## src/rtl/spi_display_pkg.sv

```systemverilog
// rtl/spi_display_pkg.sv - shared opcodes, window defaults, pixel format and decoder states
package spi_display_pkg;

  localparam logic [7:0] CASET_OP = 8'h2A;
  localparam logic [7:0] PASET_OP = 8'h2B;
  localparam logic [7:0] RAMWR_OP = 8'h2C;

  localparam int DEF_XE = 239;
  localparam int DEF_YE = 319;

  localparam int RGB_R_W = 5;
  localparam int RGB_G_W = 6;
  localparam int RGB_B_W = 5;
  localparam int RGB_W   = RGB_R_W + RGB_G_W + RGB_B_W;

  typedef logic [RGB_W-1:0] rgb565_t;

  typedef enum logic [2:0] {
    ST_IDLE,
    ST_CASET,
    ST_PASET,
    ST_RAMWR,
    ST_IGNORE
  } state_t;

endpackage

```

## src/rtl/spi_display_monitor_if.sv

```systemverilog
// rtl/spi_display_monitor_if.sv - SPI panel pins and decoded byte/pixel events
interface spi_display_monitor_if #(
  parameter int COORD_W = 9
);
  import spi_display_pkg::*;

  logic               i_sclk;
  logic               i_mosi;
  logic               i_dc;
  logic               i_cs;
  logic               o_byte_valid;
  logic [7:0]         o_byte;
  logic               o_byte_dc;
  logic               o_px_valid;
  logic [COORD_W-1:0] o_px_x;
  logic [COORD_W-1:0] o_px_y;
  rgb565_t            o_px_color;
  logic               o_err;

  modport master (
    output i_sclk, i_mosi, i_dc, i_cs,
    input  o_byte_valid, o_byte, o_byte_dc, o_px_valid, o_px_x, o_px_y, o_px_color, o_err
  );

  modport slave (
    input  i_sclk, i_mosi, i_dc, i_cs,
    output o_byte_valid, o_byte, o_byte_dc, o_px_valid, o_px_x, o_px_y, o_px_color, o_err
  );

endinterface

```

## src/rtl/spi_byte_rx.sv

```systemverilog
// rtl/spi_byte_rx.sv - oversampling SPI mode-0 byte receiver
module spi_byte_rx #(
  parameter int SYNC_STAGES = 2
) (
  input  logic       i_clk,
  input  logic       i_rst,
  input  logic       i_sclk,
  input  logic       i_mosi,
  input  logic       i_dc,
  input  logic       i_cs,
  output logic       byte_valid,
  output logic [7:0] rx_byte,
  output logic       byte_dc,
  output logic       cs_abort
);

  logic [SYNC_STAGES-1:0] sclk_sr;
  logic [SYNC_STAGES-1:0] mosi_sr;
  logic [SYNC_STAGES-1:0] dc_sr;
  logic [SYNC_STAGES-1:0] cs_sr;
  logic                   sclk_d;
  logic                   cs_d;
  logic [2:0]             bit_cnt;
  logic [6:0]             shreg;

  logic sclk_s, mosi_s, dc_s, cs_s;
  logic sclk_rise, cs_rise;

  assign sclk_s = sclk_sr[SYNC_STAGES-1];
  assign mosi_s = mosi_sr[SYNC_STAGES-1];
  assign dc_s   = dc_sr[SYNC_STAGES-1];
  assign cs_s   = cs_sr[SYNC_STAGES-1];

  assign sclk_rise = sclk_s & ~sclk_d & ~cs_s;
  assign cs_rise   = cs_s & ~cs_d;

  // Byte events are combinational so the decoder can register byte and pixel pulses together.
  assign byte_valid = sclk_rise && (bit_cnt == 3'd7);
  assign rx_byte    = {shreg, mosi_s};
  assign byte_dc    = dc_s;
  assign cs_abort   = cs_rise && (bit_cnt != 3'd0);

  always_ff @(posedge i_clk) begin
    if (i_rst) begin
      sclk_sr <= '0;
      mosi_sr <= '0;
      dc_sr   <= '0;
      cs_sr   <= '1;
      sclk_d  <= 1'b0;
      cs_d    <= 1'b1;
      bit_cnt <= 3'd0;
      shreg   <= 7'd0;
    end else begin
      sclk_sr <= {sclk_sr[SYNC_STAGES-2:0], i_sclk};
      mosi_sr <= {mosi_sr[SYNC_STAGES-2:0], i_mosi};
      dc_sr   <= {dc_sr[SYNC_STAGES-2:0], i_dc};
      cs_sr   <= {cs_sr[SYNC_STAGES-2:0], i_cs};
      sclk_d  <= sclk_s;
      cs_d    <= cs_s;
      if (cs_rise) begin
        bit_cnt <= 3'd0;
      end else if (sclk_rise) begin
        shreg   <= {shreg[5:0], mosi_s};
        bit_cnt <= bit_cnt + 3'd1;
      end
    end
  end

endmodule

```

## src/rtl/spi_display_monitor.sv

```systemverilog
// rtl/spi_display_monitor.sv - CASET/PASET/RAMWR decoder emitting one event per RGB565 pixel
module spi_display_monitor
  import spi_display_pkg::*;
#(
  parameter int         SYNC_STAGES = 2,
  parameter int         COORD_W     = 9,
  parameter logic [7:0] CMD_CASET   = CASET_OP,
  parameter logic [7:0] CMD_PASET   = PASET_OP,
  parameter logic [7:0] CMD_RAMWR   = RAMWR_OP
) (
  input  logic                  i_clk,
  input  logic                  i_rst,
  spi_display_monitor_if.slave  bus
);

  logic       rx_valid;
  logic [7:0] rx_byte;
  logic       rx_dc;
  logic       rx_abort;

  spi_byte_rx #(
    .SYNC_STAGES (SYNC_STAGES)
  ) u_rx (
    .i_clk      (i_clk),
    .i_rst      (i_rst),
    .i_sclk     (bus.i_sclk),
    .i_mosi     (bus.i_mosi),
    .i_dc       (bus.i_dc),
    .i_cs       (bus.i_cs),
    .byte_valid (rx_valid),
    .rx_byte    (rx_byte),
    .byte_dc    (rx_dc),
    .cs_abort   (rx_abort)
  );

  state_t             state;
  logic [1:0]         param_idx;
  logic [23:0]        param_buf;
  logic               phase;
  logic [7:0]         hi_byte;
  logic [COORD_W-1:0] xs, xe, ys, ye;
  logic [COORD_W-1:0] x, y;

  logic [15:0] win_start;
  logic [15:0] win_end;
  logic        unused_win_bits;

  assign win_start       = param_buf[23:8];
  assign win_end         = {param_buf[7:0], rx_byte};
  assign unused_win_bits = ^{win_start, win_end};

  always_ff @(posedge i_clk) begin
    if (i_rst) begin
      state            <= ST_IDLE;
      param_idx        <= 2'd0;
      param_buf        <= 24'd0;
      phase            <= 1'b0;
      hi_byte          <= 8'd0;
      xs               <= '0;
      xe               <= COORD_W'(DEF_XE);
      ys               <= '0;
      ye               <= COORD_W'(DEF_YE);
      x                <= '0;
      y                <= '0;
      bus.o_byte_valid <= 1'b0;
      bus.o_byte       <= 8'd0;
      bus.o_byte_dc    <= 1'b0;
      bus.o_px_valid   <= 1'b0;
      bus.o_px_x       <= '0;
      bus.o_px_y       <= '0;
      bus.o_px_color   <= '0;
      bus.o_err        <= 1'b0;
    end else begin
      bus.o_byte_valid <= rx_valid;
      bus.o_px_valid   <= 1'b0;
      if (rx_abort) begin
        bus.o_err <= 1'b1;
      end
      if (rx_valid) begin
        bus.o_byte    <= rx_byte;
        bus.o_byte_dc <= rx_dc;
        if (!rx_dc) begin
          // Leaving CASET/PASET before the last parameter drops the half-written window.
          if (state == ST_CASET || state == ST_PASET) begin
            bus.o_err <= 1'b1;
          end
          param_idx <= 2'd0;
          if (rx_byte == CMD_CASET) begin
            state <= ST_CASET;
          end else if (rx_byte == CMD_PASET) begin
            state <= ST_PASET;
          end else if (rx_byte == CMD_RAMWR) begin
            state <= ST_RAMWR;
            x     <= xs;
            y     <= ys;
            phase <= 1'b0;
          end else begin
            state <= ST_IGNORE;
          end
        end else begin
          case (state)
            ST_CASET, ST_PASET: begin
              if (param_idx == 2'd3) begin
                if (state == ST_CASET) begin
                  xs <= win_start[COORD_W-1:0];
                  xe <= win_end[COORD_W-1:0];
                end else begin
                  ys <= win_start[COORD_W-1:0];
                  ye <= win_end[COORD_W-1:0];
                end
                state <= ST_IDLE;
              end else begin
                param_buf <= {param_buf[15:0], rx_byte};
                param_idx <= param_idx + 2'd1;
              end
            end
            ST_RAMWR: begin
              if (!phase) begin
                hi_byte <= rx_byte;
                phase   <= 1'b1;
              end else begin
                phase          <= 1'b0;
                bus.o_px_valid <= 1'b1;
                bus.o_px_x     <= x;
                bus.o_px_y     <= y;
                bus.o_px_color <= {hi_byte, rx_byte};
                // Equality-only wrap lets degenerate windows roll over the full coordinate range.
                if (x == xe) begin
                  x <= xs;
                  y <= (y == ye) ? ys : y + 1'b1;
                end else begin
                  x <= x + 1'b1;
                end
              end
            end
            default: ;
          endcase
        end
      end
    end
  end

endmodule

```

## src/flat_wrapper.sv

```systemverilog
// flat-port wrapper written by rule: the top's interface ports become plain ports
module spi_display_monitor_flat import spi_display_pkg::*;
#(
  parameter int         SYNC_STAGES = 2,
  parameter int         COORD_W     = 9,
  parameter logic [7:0] CMD_CASET   = CASET_OP,
  parameter logic [7:0] CMD_PASET   = PASET_OP,
  parameter logic [7:0] CMD_RAMWR   = RAMWR_OP
)
  (i_clk, i_rst, bus_i_sclk, bus_i_mosi, bus_i_dc, bus_i_cs, bus_o_byte_valid, bus_o_byte, bus_o_byte_dc, bus_o_px_valid, bus_o_px_x, bus_o_px_y, bus_o_px_color, bus_o_err);
  spi_display_monitor_if #(.COORD_W(COORD_W)) bus_i ();
  input  logic i_clk;
  input  logic i_rst;
  input wire logic [$bits(bus_i.i_sclk)-1:0] bus_i_sclk;
  input wire logic [$bits(bus_i.i_mosi)-1:0] bus_i_mosi;
  input wire logic [$bits(bus_i.i_dc)-1:0] bus_i_dc;
  input wire logic [$bits(bus_i.i_cs)-1:0] bus_i_cs;
  output wire logic [$bits(bus_i.o_byte_valid)-1:0] bus_o_byte_valid;
  output wire logic [$bits(bus_i.o_byte)-1:0] bus_o_byte;
  output wire logic [$bits(bus_i.o_byte_dc)-1:0] bus_o_byte_dc;
  output wire logic [$bits(bus_i.o_px_valid)-1:0] bus_o_px_valid;
  output wire logic [$bits(bus_i.o_px_x)-1:0] bus_o_px_x;
  output wire logic [$bits(bus_i.o_px_y)-1:0] bus_o_px_y;
  output wire logic [$bits(bus_i.o_px_color)-1:0] bus_o_px_color;
  output wire logic [$bits(bus_i.o_err)-1:0] bus_o_err;
  assign bus_i.i_sclk = bus_i_sclk;
  assign bus_i.i_mosi = bus_i_mosi;
  assign bus_i.i_dc = bus_i_dc;
  assign bus_i.i_cs = bus_i_cs;
  assign bus_o_byte_valid = bus_i.o_byte_valid;
  assign bus_o_byte = bus_i.o_byte;
  assign bus_o_byte_dc = bus_i.o_byte_dc;
  assign bus_o_px_valid = bus_i.o_px_valid;
  assign bus_o_px_x = bus_i.o_px_x;
  assign bus_o_px_y = bus_i.o_px_y;
  assign bus_o_px_color = bus_i.o_px_color;
  assign bus_o_err = bus_i.o_err;
  spi_display_monitor #(.SYNC_STAGES(SYNC_STAGES), .COORD_W(COORD_W), .CMD_CASET(CMD_CASET), .CMD_PASET(CMD_PASET), .CMD_RAMWR(CMD_RAMWR)) u_core (.i_clk(i_clk), .i_rst(i_rst), .bus(bus_i));
endmodule
```

## config.mk

```make
export PLATFORM = sky130hd
export DESIGN_NAME = spi_display_monitor_flat
export DESIGN_NICKNAME = d
export VERILOG_FILES = /design/src/rtl/spi_display_pkg.sv /design/src/rtl/spi_display_monitor_if.sv /design/src/rtl/spi_byte_rx.sv /design/src/rtl/spi_display_monitor.sv /design/src/flat_wrapper.sv
export SDC_FILE = /design/constraint.sdc
export NUM_CORES = 1
export LEC_CHECK = 0
export BUFFER_PORTS_ARGS = -buffer_cell sky130_fd_sc_hd__buf_4
export CORE_AREA = 2 2 123 89
export DETAILED_ROUTE_END_ITERATION = 10
export DIE_AREA = 0 0 125 91
export GPL_TIMING_DRIVEN = 1
export PLACE_DENSITY = 0.82
export REMOVE_ABC_BUFFERS = 1
export SKIP_LAST_GASP = 1
export SLEW_MARGIN = 5
export SYNTH_ARGS = -nofsm -noshare
export SYNTH_HDL_FRONTEND = slang
export SYNTH_SLANG_ARGS = --single-unit
```

## constraint.sdc

```tcl
create_clock -name i_clk -period 6 [get_ports i_clk]
set_clock_uncertainty 0.2 [all_clocks]
set_input_delay 0.6 -clock i_clk [delete_from_list [all_inputs] [get_ports i_clk]]
set_output_delay 0.6 -clock i_clk [all_outputs]
set_load 0.03 [all_outputs]
```

==> impl_metrics.yaml <==
final_layout:
  fin_cells: 898
  fin_nets: 766
  drive_gt1_share_pct: 13.05
  diodes: 0
  post-route-util_pct: 71.08
  layout_commonest_cell: "nand2_1"
  mostFrequentLayoutCells: "nand2_1 (176), dfxtp_1 (151), a21oi_1 (75)"
  areaGrowthSynthToFinish_pct: 15.25
  post-route-cell-area_um2: 7223
placed_design:
  gp_congestion: 0.8664
  post_dp_cell_area_um2: 6605
  place_hpwl_um: 9642
  port_buffers: 51
  dp.cells: 867
critical_path:
  crit_path_start_kind: "register"
  cp_slowest_cell: "nor3b_2"
  worstPathRequired_ps: 6070
  critPathKind: "register to register"
  worst_r2r_endpoint: "u_core.bus.o_px_color[5]$_SDFFE_PP0P_"
  worstPathMaxFanout: 26
  crit_chain: "nor3b_2 > and2_1 > nand3_1 > buf_4 > nand2_1 > a21oi_1"
  cpPeakStageDelay_ps: 800
  r2r_cells: 6
  arrival_ps: 3370
  crit_buf_inv: 1
  path_delay_family: "simple AND/OR/NAND/NOR gates"
  cp-end-kind: "register"
  r2r-start: "u_core.u_rx.cs_sr[1]$_SDFF_PP1_"
  regToRegSetupSlack_ps: 2700
worst_hold_path:
  hp-class: "input port to register"
  min_delay_path_depth: 2
  min_to: "u_core.u_rx.cs_sr[0]$_SDFF_PP1_"
  hp-start: "bus_i_cs"
timing:
  drv_slew: 0
  timing.final.crit_period_ps: 3300
  fin_setup_tns_ps: 0
  finalCritPeriodShare_pct: 55.00
  slew_headroom_pct: 25.07
  max_freq_ghz: 0.3030
  tightest_slew_ps: 1117
  setup_viol: 0
  rsz0062_at_grt: "false"
  hold_violations: 0
floorplanning:
  fp.dieArea_um2: 11380
  fp.coreArea_um2: 10160
  start_util_pct: 61.67
  io_pins: 52
  die_h_um: 91
  num_rows: 31
  die_width_um: 125
grt:
  grt_pass1_vias: 5219
  antenna_found_initial: 0
  grt_pass1_wl_um: 25230
  grt_util_all_layers_pct: 27.49
  grt_max_degree: 94
  grt_overflow: 0
drt:
  wire_per_inst_um: 17.02
  drt_wl_total_um: 15280
  routed_via_density: 5.909
  drc: 0
  drt_pass1_iterations: 8
  ant_nets: 0
  drt_iter0_markers: 528
  vias: 5306
clocking:
  clk_pin_slew_ps: 60
  cts_resized: 0
  cts_hold_buf: 0
  clock-sinks: 151
  cts_tree: "yes"
  insertion_delay_ps: 430
  cts-root-buf: "clkbuf_16"
  numCtsBuffers: 17
  cts_buffer_depth: 2
  cts_setup_buffers: 0
  h-tree-depth: 4
yosys:
  avgSynthCellArea_um2: 8.481
  synthCells: 739
  ys_ff_latch: 151
  ys.flop_type: "dfxtp_1"
  synth_area_um2: 6267
  synth_seq_area_share_pct: 48.23
  synth_edf_count: 0
  async_flop_share_pct: 0
  yosysWarnings: 0
  synth_cell_types: 51
power_and_ir_drop:
  power_per_cell_area_nw_per_um2: 297.7
  ir_worst_vdd_v: 0.0001870
  cellLeakagePower_nw: 2.561
run_status:
  status: "finished clean"
flow_run:
  drv_cap: 0
worst max path at each step:
| stage | slack, ps | startpoint | endpoint | cells after the start |
|---|---|---|---|---|
| 2_1_floorplan | 1750 | u_core.u_rx.bit_cnt[0]$_SDFFE_PP0P_ | u_core.param_idx[1]$_SDFFE_PP0P_ | 7 |
| 3_3_place_gp | 2950 | u_core.u_rx.cs_sr[1]$_SDFF_PP1_ | u_core.bus.o_px_color[7]$_SDFFE_PP0P_ | 6 |
| 3_5_place_dp | 2750 | u_core.u_rx.cs_sr[1]$_SDFF_PP1_ | u_core.bus.o_px_color[6]$_SDFFE_PP0P_ | 6 |
| 4_1_cts | 2720 | u_core.u_rx.cs_sr[1]$_SDFF_PP1_ | u_core.bus.o_px_color[5]$_SDFFE_PP0P_ | 6 |
| 5_1_grt | 2500 | u_core.u_rx.cs_sr[1]$_SDFF_PP1_ | u_core.bus.o_px_color[2]$_SDFFE_PP0P_ | 6 |
| 6_report | 2700 | u_core.u_rx.cs_sr[1]$_SDFF_PP1_ | u_core.bus.o_px_color[5]$_SDFFE_PP0P_ | 6 |
worst reg2reg max path: stages, from the launching register on:
cell     delay (ps)
dfxtp_1         350
nor3b_2         800
and2_1          650
nand3_1         540
buf_4           400
nand2_1         130
a21oi_1          70
logic make-up (layout without fill, tap and decap cells):
family          after synthesis  after routing  share of synthesized area [%]
flops                       151            151                          48.23
buf+inv                      72             99                          4.971
fa+ha+maj                     6              6                          1.198
compound gates              123            123                          11.70
xor+xnor                     20             20                          2.795
simple gates                325            325                          24.40
mux                          42             42                          6.708
cell type report:
cell class | instances | area (um^2)
well taps | 132 | 165.2
clock buffers | 24 | 501.7
fillers | 778 | 2939
multi-input cells | 516 | 2948
clock inverters | 7 | 116.4
repair buffers | 57 | 427.9
flip-flops and latches | 151 | 3023
inverters | 11 | 41.29
stage by stage:
step,setup slack (ps),hold slack (ps),total power (W)
after CTS,2721,152.0,0.002156
after floorplan,1750,189.5,0.001040
final,2700,155.3,0.002150
after global routing,2500,161.8,0.002203
after global placement,2948,201.0,0.001060
after detailed placement,2752,202.7,0.001061
power by group:
group          switching (W)  internal (W)
sequential        0.00000393       0.00101
clock               0.000404      0.000706
combinational      0.0000215    0.00000882
total               0.000430       0.00172
registers in the layout, summed over array words and instances (netlist names), 2 cells and up:
| register | cells |
|---|---|
| u_core.u_rx.dc_sr | 2 |
| u_core.bus.o_px_x | 9 |
| u_core.ys | 9 |
| u_core.y | 9 |
| u_core.x | 9 |
| u_core.state | 3 |
| u_core.bus.o_byte | 8 |
| u_core.ye | 9 |
| u_core.u_rx.shreg | 7 |
| u_core.param_buf | 17 |
| u_core.u_rx.bit_cnt | 3 |
| u_core.hi_byte | 8 |
| u_core.param_idx | 2 |
| u_core.u_rx.cs_sr | 2 |
| u_core.xs | 9 |
| u_core.u_rx.sclk_sr | 2 |
| u_core.xe | 9 |
| u_core.bus.o_px_y | 9 |
| u_core.u_rx.mosi_sr | 2 |
| u_core.bus.o_px_color | 16 |
Yosys cell counts, drive strengths merged (5+ instances only):
| cell type | count | area [um^2] |
|---|---|---|
| o32ai | 6 | 52.55 |
| nor2 | 52 | 195.2 |
| o21ai | 10 | 50.05 |
| xnor2 | 20 | 175.2 |
| dfxtp | 151 | 3023 |
| nor2b | 13 | 81.33 |
| a21oi | 75 | 375.4 |
| mux2i | 42 | 420.4 |
| a211oi | 5 | 37.54 |
| nand2 | 176 | 660.6 |
| nor4 | 6 | 37.54 |
| a31oi | 9 | 56.30 |
| ha | 6 | 75.07 |
| buf | 19 | 112.6 |
| and2 | 6 | 37.54 |
| nand3 | 16 | 80.08 |
| clkbuf | 42 | 157.7 |
| nand4 | 6 | 37.54 |
| nor3 | 5 | 30.03 |
| nand3b | 14 | 105.1 |
| inv | 11 | 41.29 |
routing by layer:
metal	vias up	part of all wire [%]	wire (um)	GRT usage [%]
met5	-	0	0	0
met4	0	1.5	229	9.907
met3	30	8.4	1283	7.720
met2	242	46	6970	43.93
met1	2515	44	6798	35.81
li1	2519	-	-	-
(Power assumes the default switching activity.)
